$ cat src/rtl/rca_pkg.sv
// Shared constants and types for the ripple-carry adder slice.
// Optional feature macro used by this slice: RCA_OVF_EN (adds the registered ovf output).
package rca_pkg;

  // Default operand/sum width of the adder.
  localparam int unsigned RCA_DEFAULT_WIDTH = 64;

  // Operand vector at the default width.
  typedef logic [RCA_DEFAULT_WIDTH-1:0] rca_operand_t;

  // Signed overflow from the carries into and out of the MSB.
  function automatic logic rca_signed_ovf(input logic carry_into_msb, input logic carry_out_msb);
    return carry_into_msb ^ carry_out_msb;
  endfunction

endpackage

$ cat src/rtl/full_adder.sv
// One-bit full adder cell; the unit replicated along the ripple-carry chain.
module full_adder (
  input  logic a,
  input  logic b,
  input  logic ci,
  output logic s,
  output logic co
);

  logic w_p;

  // Sum and carry from generate/propagate terms.
  always_comb begin
    w_p = a ^ b;
    s   = w_p ^ ci;
    co  = (a & b) | (ci & w_p);
  end

endmodule

$ cat src/rtl/rca_64bit.sv
// Registered ripple-carry adder: WIDTH explicit full-adder cells feeding one output register
// stage. Result of a/b/cin sampled at an edge appears on sum/cout right after that edge.
// Optional feature macro: RCA_OVF_EN adds a registered two's-complement overflow output ovf.
module rca_64bit
  import rca_pkg::*;
#(
  parameter int unsigned WIDTH = RCA_DEFAULT_WIDTH
) (
  input  logic             clk,
  input  logic             rst,
  input  logic [WIDTH-1:0] a,
  input  logic [WIDTH-1:0] b,
  input  logic             cin,
  output logic [WIDTH-1:0] sum,
`ifdef RCA_OVF_EN
  output logic             cout,
  output logic             ovf
`else
  output logic             cout
`endif
);

  logic [WIDTH-1:0] w_sum;
  logic             w_cout;
  logic             w_carry_msb;  // carry into bit WIDTH-1

  logic [WIDTH-1:0] r_sum;
  logic             r_cout;

  // Each stage keeps its own carry nets and links to the previous stage by name, so the chain
  // is a plain sequence of scalar nets rather than one self-referencing vector.
  for (genvar i = 0; i < WIDTH; i++) begin : g_bit
    logic w_ci;
    logic w_co;

    if (i == 0) begin : g_first
      assign w_ci = cin;
    end else begin : g_link
      assign w_ci = g_bit[i-1].w_co;
    end

    full_adder u_fa (
      .a  (a[i]),
      .b  (b[i]),
      .ci (w_ci),
      .s  (w_sum[i]),
      .co (w_co)
    );
  end

  assign w_cout      = g_bit[WIDTH-1].w_co;
  assign w_carry_msb = g_bit[WIDTH-1].w_ci;

  // Output register stage; reset clears the result regardless of operands.
  always_ff @(posedge clk) begin
    if (rst) begin
      r_sum  <= '0;
      r_cout <= 1'b0;
    end else begin
      r_sum  <= w_sum;
      r_cout <= w_cout;
    end
  end

  assign sum  = r_sum;
  assign cout = r_cout;

`ifdef RCA_OVF_EN
  logic r_ovf;

  // Registered signed overflow, cleared alongside the sum.
  always_ff @(posedge clk) begin
    if (rst) begin
      r_ovf <= 1'b0;
    end else begin
      r_ovf <= rca_signed_ovf(w_carry_msb, w_cout);
    end
  end

  assign ovf = r_ovf;
`else
  logic w_unused;
  assign w_unused = w_carry_msb;
`endif

endmodule

$ cat config.mk
export PLATFORM = sky130hd
export DESIGN_NAME = rca_64bit
export DESIGN_NICKNAME = d
export VERILOG_FILES = /design/src/rtl/rca_pkg.sv /design/src/rtl/full_adder.sv /design/src/rtl/rca_64bit.sv
export SDC_FILE = /design/constraint.sdc
export NUM_CORES = 1
export LEC_CHECK = 0
export ABC_AREA = 1
export CAP_MARGIN = 20
export CELL_PAD_IN_SITES_DETAIL_PLACEMENT = 1
export CELL_PAD_IN_SITES_GLOBAL_PLACEMENT = 2
export CORE_MARGIN = 2
export CORE_UTILIZATION = 23
export CTS_CLUSTER_SIZE = 8
export DETAILED_ROUTE_END_ITERATION = 6
export PLACE_DENSITY = 0.83
export RECOVER_POWER = 25
export SETUP_SLACK_MARGIN = 0.2
export SLEW_MARGIN = 20
export SYNTH_ARGS = -nofsm -noshare
export SYNTH_HDL_FRONTEND = slang
export SYNTH_SLANG_ARGS = --single-unit
export TNS_END_PERCENT = 50
$ cat constraint.sdc
create_clock -name clk -period 64.9 [get_ports clk]
set_input_delay 9.735 -clock clk [delete_from_list [all_inputs] [get_ports clk]]
set_output_delay 9.735 -clock clk [all_outputs]
set_load 0.01 [all_outputs]
==> summary.txt <==
Drt
  – Vias per cell: 3.725
  – DR iter-0 viols: 57
  – Drt drc: 0
  – Mean routed wirelength per cell: around 13 um
  – Total wire length: 8.365 mm
  – Routed Antenna Nets: 0
  – DR vias: 2,425
  – TritonRoute pass-1 iters: 4

Setup path
  – CP most frequent cell: fa_1
  – Worst endpoint required time: 65,150 ps
  – CP Max Fanout: 1
  – Critical path's largest stage delay: between 500 and 600 ps
  – Worst setup SP type: primary input
  – Crit path max-delay family: adder cells
  – Critical Setup Path Class: in -> reg
  – CP Buf/Inv Count: 4
  – CP max stage cell: dlygate4sd3_1
  – CP Capture Type: flip-flop
  – WP data arrival: 35,690 ps

Clock network
  – Post-CTS sizing: 0
  – CTS sink cnt: 65
  – CTS Hold Bufs: 0
  – CTS root buffer: clkbuf_16
  – CTS clock-pin slew for the worst setup and hold paths: 50 ps
  – CTS max path bufs: 2
  – CTS H-tree depth: 3
  – TritonCTS clock tree: yes
  – CTS Buf Count: 9
  – Setup Buffers After CTS: 0

Place
  – Final HPWL DP: 7.164 mm
  – Setup Slack @ Placement: a little under 30,000 ps
  – Gpl congestion: 0.7656
  – IO buf count: 195

Timing
  – RSZ-0062 raised after global routing: false
  – Worst-Margin Slew: around 660 ps
  – Count of final hold-check violations: 0
  – Slew HR: 0.5579
  – Setup Viol. Count Final: 0
  – Final worst path period share: 0.5461
  – Final WS setup: roughly 29,000 ps
  – Fin. max-slew vios: 0
  – Fmax achieved: between 20 and 30 MHz
  – Post-route minimum period: 35,440 ps
  – Setup_tns: 0 ps

Synthesis
  – Syn nets: 465
  – Yosys cell types: 6
  – Cells after synthesis: 270
  – Avg Inst Size Synth: 11.70 um^2
  – Syn. warnings: 0
  – Yosys reg bits: 65
  – Register area share after synthesis: 0.4120
  – Synth Cell Area: 3158 um^2

Worst hold path
  – Hold Path Class: in -> reg

Global route
  – Maximum number of pins on one net before global-route repair: 66
  – Total grt overflow: 0
  – Initial antenna violation count: 0
  – First-pass GRT wire length: 13.24 mm
  – Vias in the first global route: 2,708
  – Global Route Usage Sum: 0.1202

Floorplan
  – Die Y: 121.2 um
  – Core Box Area: between 10,000 and 15,000 um^2
  – Ports: 196
  – Die X: 121.2 um
  – Die Footprint: 14,680 um^2
  – Initial Utilization: 0.2366
  – Num rows: 42

Layout
  – Ant. Diodes: 0
  – Final core utilization: 0.4158
  – Most frequent cells in the layout: 162 x clkdlybuf4s50_1, 69 x inv_1, 65 x nor2_1, 65 x dfxtp_1, 64 x fa_1
  – Fin nets: 665
  – Area Overhead vs Synth: 75.75%
  – Number of fill cells in the layout: 1,490
  – Footprint of the multi-input gates: 1525 um^2
  – FF+latch area: between 1000 and 1500 um^2
  – Layout cells sized above 1: 0.03158
  – Most common cell after layout, fill and taps aside: clkdlybuf4s50_1

Pwr
  – Leak pwr: 2.459 nW
  – PwrDens: ~23 nW/um^2
  – VDD IR-drop max: roughly 10 uV

Job
  – MaxCap Viol Count: 0

Run status
  – Outcome: finished, final reports clean
-- cells by family (layout without fill, tap and decap cells) --
kind of cell / after synthesis / after routing / synth area share
simple gates: 65 / 65 / 0.07726
buf+inv: 76 / 281 / 0.1050
fa+ha+maj: 64 / 64 / 0.4057
flops: 65 / 65 / 0.4120
-- cell usage after synthesis (all sizes together) --
master,instances,share of area
buf,7,0.023
dfxtp,65,0.41
fa,64,0.41
inv,69,0.082
nor2,65,0.077
-- per-stage QoR --
step	instances	hold slack [ps]	cell area [um^2]	power, mW
global placement	635	10380	5260	0.08470
global route	651	10090	5550	0.1392
CTS	651	10050	5550	0.1338
finish	651	10040	5550	0.1296
detailed placement	635	10400	5260	0.08559
floorplan	270	9946	3158	0.06206
-- where the power goes --
part,switching (mW),leakage [nW],internal [mW]
Clock,0.0163,0.144,0.0307
Sequential,0.00122,0.542,0.0453
Combinational,0.0152,1.77,0.0209
-- tightest hold or removal path: stages --
cell and delay [ps]:
buf_2 100, buf_4 330, nor2_1 160
-- state kept, by name, indices dropped and copies added, names as in the netlist --
register and cells:
cout 1, sum 64
-- area by class of cell --
class	count	area share
Clock buffer	13	0.04509
Clock inverter	3	0.007214
Inverter	69	0.04666
Multi-Input combinational cell	129	0.2748
Sequential cell	65	0.2344
Tap cell	176	0.03968
Timing Repair Buffer	196	0.3521
-- per-layer routing --
metal	track usage	wire, um	vias to the layer above
li1	-	-	1138
met1	0.1162	2824	1169
met2	0.2188	4444	108
met3	0.05216	908	10
met4	0.05603	188	0
met5	0	0	-
-- path summary, 6_finish.rpt --
| path | from | end | slack (ps) | cells after the start |
|---|---|---|---|---|
| worst max-delay path | a[0] | sum[63]$_SDFF_PP0_ | 29460 | 69 |
| worst min-delay path | rst | sum[22]$_SDFF_PP0_ | 10040 | 3 |
Note: power is estimated with default switching activity, not from simulation.
